## src/rtl/hpc3_rnd_feeder_pkg.sv

```systemverilog
// hpc3_rnd_pkg: shared FSM states, LFSR tap and sizing helpers for hpc3_rnd_feeder
package hpc3_rnd_pkg;
  typedef enum logic [1:0] {ST_IDLE, ST_WARMUP, ST_RUN} state_t;
  localparam logic [63:0] LFSR_TAP = 64'hD800000000000000;
  localparam int DEFAULTSHARES = 2;
  localparam int DEFAULT_WARMUP = 128;
  function automatic int hpc3rnd_bits(input int shares);
    return shares * (shares - 1);
  endfunction
endpackage

```

## src/rtl/hpc3_rnd_feeder_if.sv

```systemverilog
// hpc3_rnd_feeder_if: seed handshake and randomness stream between feeder and gadget bank
interface hpc3_rnd_feeder_if #(parameter int RW = 8);
  logic [63:0]   seed_in;
  logic          seed_valid;
  logic          seed_ready;
  logic [RW-1:0] rnd_out;
  logic          rnd_valid;
  logic          rnd_ready;
  logic          reseed_req;
  modport master (input seed_in, seed_valid, rnd_ready, output seed_ready, rnd_out, rnd_valid, reseed_req);
  modport slave (output seed_in, seed_valid, rnd_ready, input seed_ready, rnd_out, rnd_valid, reseed_req);
endinterface

```

## src/rtl/hpc3_rnd_feeder_lane.sv

```systemverilog
// lfsr64_lane: one 64-bit Galois LFSR (x^64+x^63+x^61+x^60+1), load beats step
module lfsr64_lane
  import hpc3_rnd_pkg::*;
(
  input  logic        clk,
  input  logic        load,
  input  logic [63:0] load_val,
  input  logic        step,
  output logic [63:0] state
);
  // load a new value, advance one Galois step, or hold
  always_ff @(posedge clk)
    state <= load ? load_val : step ? (state >> 1) ^ (state[0] ? LFSR_TAP : 64'd0) : state;
endmodule

```

## src/rtl/hpc3_rnd_feeder.sv

```systemverilog
// hpc3_rnd_feeder: seeded LFSR bank driving HPC3 gadget rnd buses; optional HPC3_RND_REFRESH_EN adds reseed_req
module hpc3_rnd_feeder
  import hpc3_rnd_pkg::*;
#(
  parameter int d = DEFAULTSHARES,
  parameter int N_GADGETS = 4,
  parameter int WARMUP = DEFAULT_WARMUP,
  parameter int RESEED_PERIOD = 1024
) (
  input logic clk,
  input logic syncrst,
  hpc3_rnd_feeder_if.master bus
);
  localparam int hpc3rnd = hpc3rnd_bits(d);
  localparam int RW = N_GADGETS * hpc3rnd;
  localparam int CW = $clog2(WARMUP + 1);
  state_t state, state_nx;
  logic [CW-1:0] cnt, cnt_nx;
  logic seed_hs, step, load;
  logic [RW-1:0] lsb;
  assign bus.seed_ready = state != ST_WARMUP;
  assign bus.rnd_valid = state == ST_RUN;
  assign seed_hs = bus.seed_valid & bus.seed_ready;
  assign load = syncrst | seed_hs;
  assign bus.rnd_out = lsb;
  // state and warm-up counter registers
  always_ff @(posedge clk)
    if (syncrst) begin
      state <= ST_IDLE;
      cnt <= '0;
    end else begin
      state <= state_nx;
      cnt <= cnt_nx;
    end
  // seed load restarts warm-up; warm-up steps freely; run steps only on consumption
  always_comb begin
    state_nx = state;
    cnt_nx = cnt;
    step = 1'b0;
    if (seed_hs) begin
      state_nx = ST_WARMUP;
      cnt_nx = '0;
    end else if (state == ST_WARMUP) begin
      step = 1'b1;
      state_nx = cnt == CW'(WARMUP - 1) ? ST_RUN : ST_WARMUP;
      cnt_nx = cnt == CW'(WARMUP - 1) ? cnt : cnt + 1'b1;
    end else if (state == ST_RUN) begin
      step = bus.rnd_ready;
    end
  end
  for (genvar k = 0; k < RW; k++) begin : g_lane
    logic [63:0] s;
    wire unused_hi = &{1'b0, s[63:1]};
    lfsr64_lane u_lane (
      .clk,
      .load,
      .load_val(syncrst ? 64'd0 : {1'b1, bus.seed_in[62:0] ^ 63'(k)}),
      .step,
      .state(s)
    );
    assign lsb[k] = s[0];
  end
`ifdef HPC3_RND_REFRESH_EN
  localparam int UW = $clog2(RESEED_PERIOD + 1);
  logic [UW-1:0] use_cnt;
  // consumed-word count since the last seed load, saturating at the period
  always_ff @(posedge clk)
    if (syncrst || seed_hs) use_cnt <= '0;
    else if (bus.rnd_valid && bus.rnd_ready && use_cnt != UW'(RESEED_PERIOD)) use_cnt <= use_cnt + 1'b1;
  assign bus.reseed_req = use_cnt == UW'(RESEED_PERIOD);
`else
  localparam int unused_period = RESEED_PERIOD;
  assign bus.reseed_req = 1'b0;
`endif
endmodule

```

## src/flat_wrapper.sv

```systemverilog
// flat-port wrapper written by rule: the top's interface ports become plain ports
module hpc3_rnd_feeder_flat import hpc3_rnd_pkg::*;
#(
  parameter int d = DEFAULTSHARES,
  parameter int N_GADGETS = 4,
  parameter int WARMUP = DEFAULT_WARMUP,
  parameter int RESEED_PERIOD = 1024
)
  (clk, syncrst, bus_seed_in, bus_seed_valid, bus_rnd_ready, bus_seed_ready, bus_rnd_out, bus_rnd_valid, bus_reseed_req);
  hpc3_rnd_feeder_if #(.RW(8)) bus_i ();
  input logic clk;
  input logic syncrst;
  input wire logic [$bits(bus_i.seed_in)-1:0] bus_seed_in;
  input wire logic [$bits(bus_i.seed_valid)-1:0] bus_seed_valid;
  input wire logic [$bits(bus_i.rnd_ready)-1:0] bus_rnd_ready;
  output wire logic [$bits(bus_i.seed_ready)-1:0] bus_seed_ready;
  output wire logic [$bits(bus_i.rnd_out)-1:0] bus_rnd_out;
  output wire logic [$bits(bus_i.rnd_valid)-1:0] bus_rnd_valid;
  output wire logic [$bits(bus_i.reseed_req)-1:0] bus_reseed_req;
  assign bus_i.seed_in = bus_seed_in;
  assign bus_i.seed_valid = bus_seed_valid;
  assign bus_i.rnd_ready = bus_rnd_ready;
  assign bus_seed_ready = bus_i.seed_ready;
  assign bus_rnd_out = bus_i.rnd_out;
  assign bus_rnd_valid = bus_i.rnd_valid;
  assign bus_reseed_req = bus_i.reseed_req;
  hpc3_rnd_feeder #(.d(d), .N_GADGETS(N_GADGETS), .WARMUP(WARMUP), .RESEED_PERIOD(RESEED_PERIOD)) u_core (.clk(clk), .syncrst(syncrst), .bus(bus_i));
endmodule
```

## config.mk

```make
export PLATFORM = sky130hd
export DESIGN_NAME = hpc3_rnd_feeder_flat
export DESIGN_NICKNAME = d
export VERILOG_FILES = /design/src/rtl/hpc3_rnd_feeder_pkg.sv /design/src/rtl/hpc3_rnd_feeder_if.sv /design/src/rtl/hpc3_rnd_feeder_lane.sv /design/src/rtl/hpc3_rnd_feeder.sv /design/src/flat_wrapper.sv
export SDC_FILE = /design/constraint.sdc
export NUM_CORES = 1
export LEC_CHECK = 0
export CAP_MARGIN = 20
export CELL_PAD_IN_SITES_DETAIL_PLACEMENT = 1
export CELL_PAD_IN_SITES_GLOBAL_PLACEMENT = 1
export CORE_ASPECT_RATIO = 0.8
export CORE_MARGIN = 10
export CORE_UTILIZATION = 58
export DETAILED_ROUTE_END_ITERATION = 10
export PLACE_DENSITY = 0.85
export SLEW_MARGIN = 20
export SYNTH_ARGS = -nofsm -noshare
export SYNTH_HDL_FRONTEND = slang
export SYNTH_HIERARCHICAL = 1
export SYNTH_SLANG_ARGS = --single-unit
export TNS_END_PERCENT = 100
```

## constraint.sdc

```tcl
create_clock -name clk -period 6 [get_ports clk]
set_clock_uncertainty 0.05 [all_clocks]
set_input_delay 1.2 -clock clk [delete_from_list [all_inputs] [get_ports clk]]
set_output_delay 1.2 -clock clk [all_outputs]
set_load 0.005 [all_outputs]
```

=== Word-level counts from Yosys, hierarchy flattened ===
Index checks and enable logic that the tools add are counted.

* Logic and storage cells: 76
* Register bits after elaboration: 522
* Output and inout bits: 11
* Input port bits: 68

* Eq/ne operators: 4
* $add $sub $neg: 1
* Multiplexer cells: 38
* Reduce and logical (&&, ||, !) cells: 4
* Bitwise gates (word level): 18

{| class="wikitable"
|+ Operators with widths
! kind !! number
|-
| 2-to-1 mux 64 bit || 32
|-
| bitwise XOR 63 x 64 -> 64 bit || 8
|-
| adder 8 x 1 -> 8 bit, second input constant || 1
|-
| equality test 8 x 7 -> 1 bit, second input constant || 1
|-
| NOT 2 bit || 3
|-
| 2-to-1 mux 1 bit || 5
|-
| NOT 1 bit || 4
|-
| nonzero test 2 bit || 2
|-
| NOT 3 bit || 1
|-
| equality test 2 x 1 -> 1 bit, second input constant || 1
|-
| equality test 2 bit, second input constant || 1
|-
| 2-to-1 mux 2 bit || 1
|-
| inequality test 2 x 1 -> 1 bit, second input constant || 1
|-
| AND reduction 2 bit || 1
|-
| OR reduction 2 bit || 1
|-
| bitwise AND 1 bit || 1
|-
| bitwise OR 1 bit || 1
|}

=== Depth between registers and ports, before layout ===
Gate-level depths: netlist of the first run.

* Word-level depth: 6
* Mapped depth: 8
* Mapped depth without buffers: 5

=== Modules after synthesis ===
The synthesis of the first run kept the hierarchy.

{| class="wikitable"
|+ By module, submodules not included
! module !! instances !! area each (um^2) !! seq. area each (um^2) !! cells an instance
|-
| lfsr64_lane || 8 || 2,781.4 || 1,921.8 || 143
|-
| hpc3_rnd_feeder || 1 || 935.9 || 200.2 || 128
|}

=== Worst setup path after synthesis of the first run ===
OpenSTA, ideal clock, no wires.

* Kind: in2reg
* Start: input syncrst
* End: register u_core.g_lane[0].u_lane.state[0] (enable)
* Setup time: 0.394 ns
* Required time: 5.556 ns
* Setup slack: 2.354 ns
* Stages on the path: 7
* Path buffers: 4
* Arrival: 3.202 ns
* Cells stage by stage: clkbuf_1 inv_1 o21ai_2 buf_6 buf_6 buf_6 or2_2

* Cells in the longest elaborated chain, start to end: 2

{| class="wikitable"
|+ Ends and longest elaborated chain
! element !! RTL line !! text
|-
| start, declared || flat_wrapper.sv:12 || <nowiki>input logic syncrst;</nowiki>
|-
| bitwise OR 1 bit || hpc3_rnd_feeder.sv:24 || <nowiki>assign load = syncrst | seed_hs;</nowiki>
|-
| named net u_core.load || hpc3_rnd_feeder.sv:19 || <nowiki>logic seed_hs, step, load;</nowiki>
|-
| nonzero test 2 bit (no source line) || n/a ||
|-
| end signal, assigned || hpc3_rnd_feeder_lane.sv:13 || <nowiki>state <= load ? load_val : step ? (state >> 1) ^ (state[0] ? LFSR_TAP : 64'd0) : state;</nowiki>
|-
| end, declared || hpc3_rnd_feeder_lane.sv:9 || <nowiki>output logic [63:0] state</nowiki>
|}

The timed path passes the listed nets, and every way through them passes these cells.
A chain may end at the register's enable or synchronous reset.

=== Final worst setup path of the first run ===
* Start: input bus_seed_valid
* End: register u_core.g_lane[0].u_lane.state[9] (data pin)

* Cells in the longest elaborated chain, start to end: 3

{| class="wikitable"
|+ Ends and longest elaborated chain
! element !! RTL line !! text
|-
| start, declared || flat_wrapper.sv:14 || <nowiki>input wire logic [$bits(bus_i.seed_valid)-1:0] bus_seed_valid;</nowiki>
|-
| bitwise AND 1 bit || hpc3_rnd_feeder.sv:23 || <nowiki>assign seed_hs = bus.seed_valid & bus.seed_ready;</nowiki>
|-
| bitwise OR 1 bit || hpc3_rnd_feeder.sv:24 ||
|-
| named net u_core.load || hpc3_rnd_feeder.sv:19 ||
|-
| 2-to-1 mux 64 bit || hpc3_rnd_feeder_lane.sv:13 ||
|}

The timed path passes the listed nets, and every way through them passes these cells.

==> summary.md, run 1 <==
| Metric | Value |
|---|---|
| Final TNS setup | `0 ns` |
| Status | `completed` |
| DRC viols | `0` |
| Max-cap violations | `0` |
| Routed length per instance | `27.87 um` |
| # Post-CTS Setup Buffers | `0` |
| Worst Hold Class | `register to register` |
| Critical Path Fanout Max | `182` |
| Clk buf depth | `3` |
| Slew HR | `26.26%` |
| Final Cycle Share | `61.63%` |
| RSZ-0062 raised after global routing | `false` |
| Sequential area share after synthesis | `67.17%` |
| Ant diodes | `0` |
| Syn nets | `1341` |
| Commonest non-fill, non-tap cell in the layout | `edfxtp_1` |
| Fin nets | `1411` |
| IO Pins | `79` |
| VDD IR-drop max | `0.2263 mV` |
| Cts hold-fix bufs | `0` |
| Die area | `0.04843 sq mm` |
| #FFs+latches synth | `522` |
| CTS buffer count | `51` |
| Final setup viols | `0` |
| First-pass GRT wire length | `79770 um` |
| Cell Area, Synth | `0.02319 sq mm` |
| PortBufs | `76` |
| DP HPWL | `27270 um` |
| H-Tree Level Count | `2` |
| Post-CTS Resized | `0` |
| Die X | `243.5 um` |
| Final hold vios | `0` |
| Pleak | `10.01 nW` |
| CP startpoint kind | `input port` |
| Placer Congestion | `0.7604` |
| Post-DRT Antenna Nets | `0` |
| Routed WL | `53400 um` |
| Chip Height | `198.8 um` |
| Vias/cell | `5.961` |
| Worst Tran Pin Value | `1.106 ns` |
| Initial Utilization | `58.79%` |
| Synth warn | `6` |
| Final cell count without fillers | `1916` |
| Initial antenna violation count | `0` |
| Largest net degree at the start of global routing | `183` |
| Area occupied by multi-input gates | `0.007074 sq mm` |
| Std cell rows | `65` |
| Post-synthesis cell type count | `35` |
| P per Cell Area | `344.6 mW/mm^2` |
| Critical path class | `input port to register` |
| Minimum clock period | `3.698 ns` |
| Placed insts | `1819` |
| Pre-antenna DRT Iters | `5` |
| Total gr overflow | `0` |
| Syn_area_per_cell | `18.23 sq um` |
| Detailed-route via count | `11.42k` |
| Clock root buffer | `clkbuf_16` |
| Core area | `0.03944 sq mm` |
| CTS tree | `built` |
| Layout cells sized above 1 | `42.75%` |
| Fmax | `270.4 MHz` |
| Most frequent cells in the layout | `edfxtp_1 (512), mux2_2 (384), mux2_4 (104), clkdlybuf4s50_1 (75), nor2b_1 (64)` |
| CTS sink count | `522` |
| Filler cells | `3241` |
| Slew Limit Fails | `0` |
| Setup crit end kind | `register` |
| Area growth from synthesis to layout | `11.94%` |
| GR Util All Layers | `21.53%` |
| Reg area | `0.01557 sq mm` |
| Number of global-route vias before repair | `12.23k` |
| WP data arrival | `3.95 ns` |
| Post-synthesis cell count | `1272` |
| Clk pin slew, worst setup/hold paths | `0.06 ns` |
| Power, Total | `8.945 mW` |
| CP required | `6.26 ns` |
| Initial DRC count | `1432` |
| Worst-skew pair later-pin latency | `0.58 ns` |
critical path: stages:
cell             delay, ns
clkdlybuf4s50_1       0.51
inv_1                 0.10
o21ai_4               0.75
buf_12                0.70
mux2_2                0.45
stage by stage:
stage	worst slack (ns)	cell area [sq um]	hold slack (ns)	utilization, %
global route	2.269	25960	0.5134	65.80
detailed placement	1.902	24190	0.4797	61.33
CTS	2.444	25810	0.4907	65.44
global placement	2.016	24190	0.4331	61.33
floorplan	2.354	23190	0.4120	-
finish	2.302	25960	0.4904	65.80
sequential cells by signal (all words and copies together) (netlist names):
name / count
u_core/cnt: 8
u_core/g_lane.u_lane/state: 512
u_core/state: 2
layer usage:
layer	share of wire [%]	global-route usage, %
met1	44	29.68
met2	50	35.74
met3	4.0	2.708
met4	2.1	5.786
met5	0	0
layout make-up:
class | instances | share of cell area, %
inverters | 3 | 0.04338
well taps | 536 | 2.584
multi-input cells | 675 | 27.25
repair buffers | 89 | 3.856
clock inverters | 23 | 0.8147
clock buffers | 68 | 5.442
flip-flops and latches | 522 | 60.00
worst paths after layout:
path                                                    start                                     endpoint  slack, ns  cells after the start
setup / recovery                               bus_seed_valid   u_core/g_lane[0].u_lane/state[9]$_DFFE_PP_       2.30                      5
hold / removal    u_core/g_lane[3].u_lane/state[40]$_DFFE_PP_  u_core/g_lane[3].u_lane/state[39]$_DFFE_PP_       0.49                      1
setup reg to reg                 u_core/state[1]$_SDFFE_PP0P_   u_core/g_lane[0].u_lane/state[9]$_DFFE_PP_       2.93                      4
hold reg to reg   u_core/g_lane[3].u_lane/state[40]$_DFFE_PP_  u_core/g_lane[3].u_lane/state[39]$_DFFE_PP_       0.49                      1
cells by family (layout without fill, tap and decap cells):
group / Yosys count / count (layout) / share of synthesized area, %
xor+xnor: 26 / 26 / 0.9821
buf+inv: 75 / 183 / 2.439
mux: 490 / 490 / 25.47
flops: 522 / 522 / 67.17
simple gates: 120 / 120 / 2.957
compound gates: 37 / 37 / 0.9120
other cells: 1 / 1 / 0.01617
fa+ha+maj: 1 / 1 / 0.05395
cells in the mapped netlist (all sizes together):
cell,instances,area [sq um]
or2,8,50.05
mux2,488,5886
edfxtp,512,15370
xor2,2,17.52
inv,3,11.26
dfxtp,10,200.2
nand2,27,101.4
and4b,1,10.01
conb,1,3.750
and2b,1,10.01
clkbuf,7,26.28
o211ai,1,7.510
buf,65,528.0
o21ai,27,138.9
xnor2,24,210.2
ha,1,12.51
mux2i,2,20.02
nor3,3,15.01
a41oi,1,8.760
a31o,1,8.760
o31ai,2,20.02
or3,1,6.260
a211oi,1,7.510
nand4,3,40.04
nor2,10,37.54
or4,2,15.01
a21oi,4,20.02
nor2b,64,400.4
power by group:
part | internal [mW] | switching [mW] | total, mW | leakage, nW
clock network | 1.82 | 1.38 | 3.20 | 0.804
registers | 4.59 | 0.197 | 4.79 | 5.62
logic | 0.490 | 0.467 | 0.957 | 3.58
Note: power is estimated with default switching activity, not from simulation.
==> inputs of run 2 (changes only) <==
Settings changed: CORE_UTILIZATION 58 to 53, PLACE_DENSITY 0.85 to 0.78.
Clock period 6 ns to 3.9 ns, I/O delays scaled along.
==> summary.md, run 2 (same netlist as run 1, synthesis figures left out) <==
| Metric | Value |
|---|---|
| Status | `completed` |
| Post-DRT Antenna Nets | `0` |
| CTS tree | `built` |
| Comb power frac | `10.4%` |
| IO Pins | `79` |
| Std cell rows | `68` |
| Final Cycle Share | `67.46%` |
| Initial antenna violation count | `0` |
| R2R depth | `5` |
| Number of flip-flops in the largest register | `512` |
| Worst flop-to-flop path endpoint | `u_core/g_lane[6].u_lane/state[7]$_DFFE_PP_` |
| Pleak | `10.12 nW` |
| CTS sink count | `522` |
| Max-cap violations | `0` |
| Die area | `0.05257 sq mm` |
| Layout cells sized above 1 | `43.55%` |
| Most frequent cells in the layout | `edfxtp_1 (512), mux2_2 (384), mux2_4 (104), clkdlybuf4s50_1 (75), nor2b_1 (64)` |
| Routed length per instance | `24.17 um` |
| P_int | `10.76 mW` |
| Placed cell area | `0.02453 sq mm` |
| Critical Path Start | `u_core/state[1]$_SDFFE_PP0P_` |
| Fin nets | `1426` |
| CP bufs+invs | `2` |
| Chip Height | `207.1 um` |
| Placer Congestion | `0.7525` |
| Cts hold-fix bufs | `0` |
| Number of global-route vias before repair | `12.11k` |
| CTS buffer count | `51` |
| Worst Hold Class | `register to register` |
| GR Util All Layers | `17.85%` |
| CP Cell Sequence | `and2b_4, inv_1, clkdlybuf4s50_1` |
| Critical Path Fanout Max | `6` |
| Pre-CTS WS | `0.7741 ns` |
| CP required | `3.07 ns` |
| Critical path class | `register to output port` |
| Final Instance Area | `0.02622 sq mm` |
| Setup crit end kind | `output port` |
| Pre-antenna DRT Iters | `5` |
| Total gr overflow | `0` |
| First-pass GRT wire length | `73350 um` |
| Most flops, register | `u_core/g_lane.u_lane/state` |
| Fmax | `380.1 MHz` |
| Critical Path Max Stage Delay | `0.51 ns` |
| Critical Path Sink | `bus_seed_ready` |
| Commonest non-fill, non-tap cell in the layout | `edfxtp_1` |
| Die X | `253.9 um` |
| PortBufs | `76` |
| Post-layout worst setup margin | `1.269 ns` |
| Filler cells | `3722` |
| WP data arrival | `1.80 ns` |
| Largest net degree at the start of global routing | `136` |
| DRC viols | `0` |
| RSZ-0062 raised after global routing | `false` |
| DP HPWL | `27920 um` |
| Detailed-route via count | `11.18k` |
| Ant diodes | `0` |
| Vias/cell | `5.718` |
| P per Cell Area | `526.3 mW/mm^2` |
| Sw Share | `22.02%` |
| CP Depth | `3` |
| Initial DRC count | `931` |
| Minimum clock period | `2.631 ns` |
| H-Tree Level Count | `2` |
| Final hold vios | `0` |
| Clk pin slew, worst setup/hold paths | `0.06 ns` |
| Final setup viols | `0` |
| Worst-skew pair later-pin latency | `0.58 ns` |
| Clock Power Share | `36.6%` |
| Final TNS setup | `0 ns` |
| Reg-to-Reg Start | `u_core/state[1]$_SDFFE_PP0P_` |
| Top Registers | `u_core/g_lane.u_lane/state x512, u_core/cnt x8, u_core/state x2` |
| Core area | `0.04322 sq mm` |
| Worst path slowest cell | `clkdlybuf4s50_1` |
| Worst Tran Pin Value | `0.9590 ns` |
| # Post-CTS Setup Buffers | `0` |
| Slew Limit Fails | `0` |
| Reg2reg setup slack | `1.52 ns` |
| Flop pwr share | `53.0%` |
| VDD IR-drop max | `0.2851 mV` |
| Top cell family by delay on the critical path | `buffers and inverters` |
| Initial Utilization | `53.65%` |
| Power, Total | `13.80 mW` |
| Slew HR | `35.94%` |
| CP startpoint kind | `register` |
| Post-CTS Resized | `0` |
| Sw Pwr | `3.039 mW` |
| Clk buf depth | `3` |
| Routed WL | `47270 um` |
| Clock root buffer | `clkbuf_16` |
| Area growth from synthesis to layout | `13.10%` |
==> run 2: per-layer routing <==
| metal | share of wire (%) | track usage [%] | vias up |
|---|---|---|---|
| li1 | - | - | 5053 |
| met4 | 1.6 | 4.643 | 0 |
| met2 | 49 | 29.13 | 178 |
| met3 | 3.4 | 2.390 | 57 |
| met5 | 0 | 0 | - |
| met1 | 46 | 24.80 | 5896 |
==> run 2: cell type report <==
type	instances	area [sq um]	area share, %
inverter	3	11.26	0.04294
multi-input combinational	675	7074	26.98
clock inverter	34	351.6	1.341
sequential	522	15570	59.39
timing repair buffer	104	1166	4.447
tap	560	700.7	2.672
clock buffer	58	1345	5.129
==> run 2: worst min-delay path by stage <==
stage / from / end / slack, ns / cells past startpoint
after floorplan: u_core/state[1]$_SDFFE_PP0P_ / u_core/state[1]$_SDFFE_PP0P_ / 0.41 / 2
after global placement: u_core/state[1]$_SDFFE_PP0P_ / u_core/state[1]$_SDFFE_PP0P_ / 0.44 / 2
after detailed placement: u_core/state[1]$_SDFFE_PP0P_ / u_core/state[1]$_SDFFE_PP0P_ / 0.46 / 2
after CTS: u_core/cnt[5]$_SDFFE_PP0P_ / u_core/cnt[5]$_SDFFE_PP0P_ / 0.48 / 2
after global routing: u_core/cnt[5]$_SDFFE_PP0P_ / u_core/cnt[5]$_SDFFE_PP0P_ / 0.50 / 2
final: u_core/cnt[5]$_SDFFE_PP0P_ / u_core/cnt[5]$_SDFFE_PP0P_ / 0.48 / 2
==> run 2: stage by stage <==
| stage | utilization, % | hold slack, ns | cells |
|---|---|---|---|
| after floorplan | - | 0.4120 | 1272 |
| after global placement | 56.75 | 0.4385 | 1864 |
| after detailed placement | 56.75 | 0.4592 | 1864 |
| after CTS | 60.67 | 0.4803 | 1956 |
| after global routing | 60.67 | 0.4977 | 1956 |
| final | 60.67 | 0.4837 | 1956 |
==> run 2: power groups by stage <==
stage / Combinational [mW] / Clock [mW] / Sequential [mW]
2_1_floorplan: 1.05 / 0 / 7.30
3_3_place_gp: 1.36 / 0 / 7.38
3_5_place_dp: 1.43 / 0 / 7.43
4_1_cts: 1.45 / 5.16 / 7.33
5_1_grt: 1.55 / 5.40 / 7.39
6_report: 1.44 / 5.05 / 7.32
==> run 2: tightest hold or removal path, cell delays in order (launching register included) <==
cell and delay (ns):
dfxtp_1 0.34, o31ai_1 0.08, a21oi_1 0.06
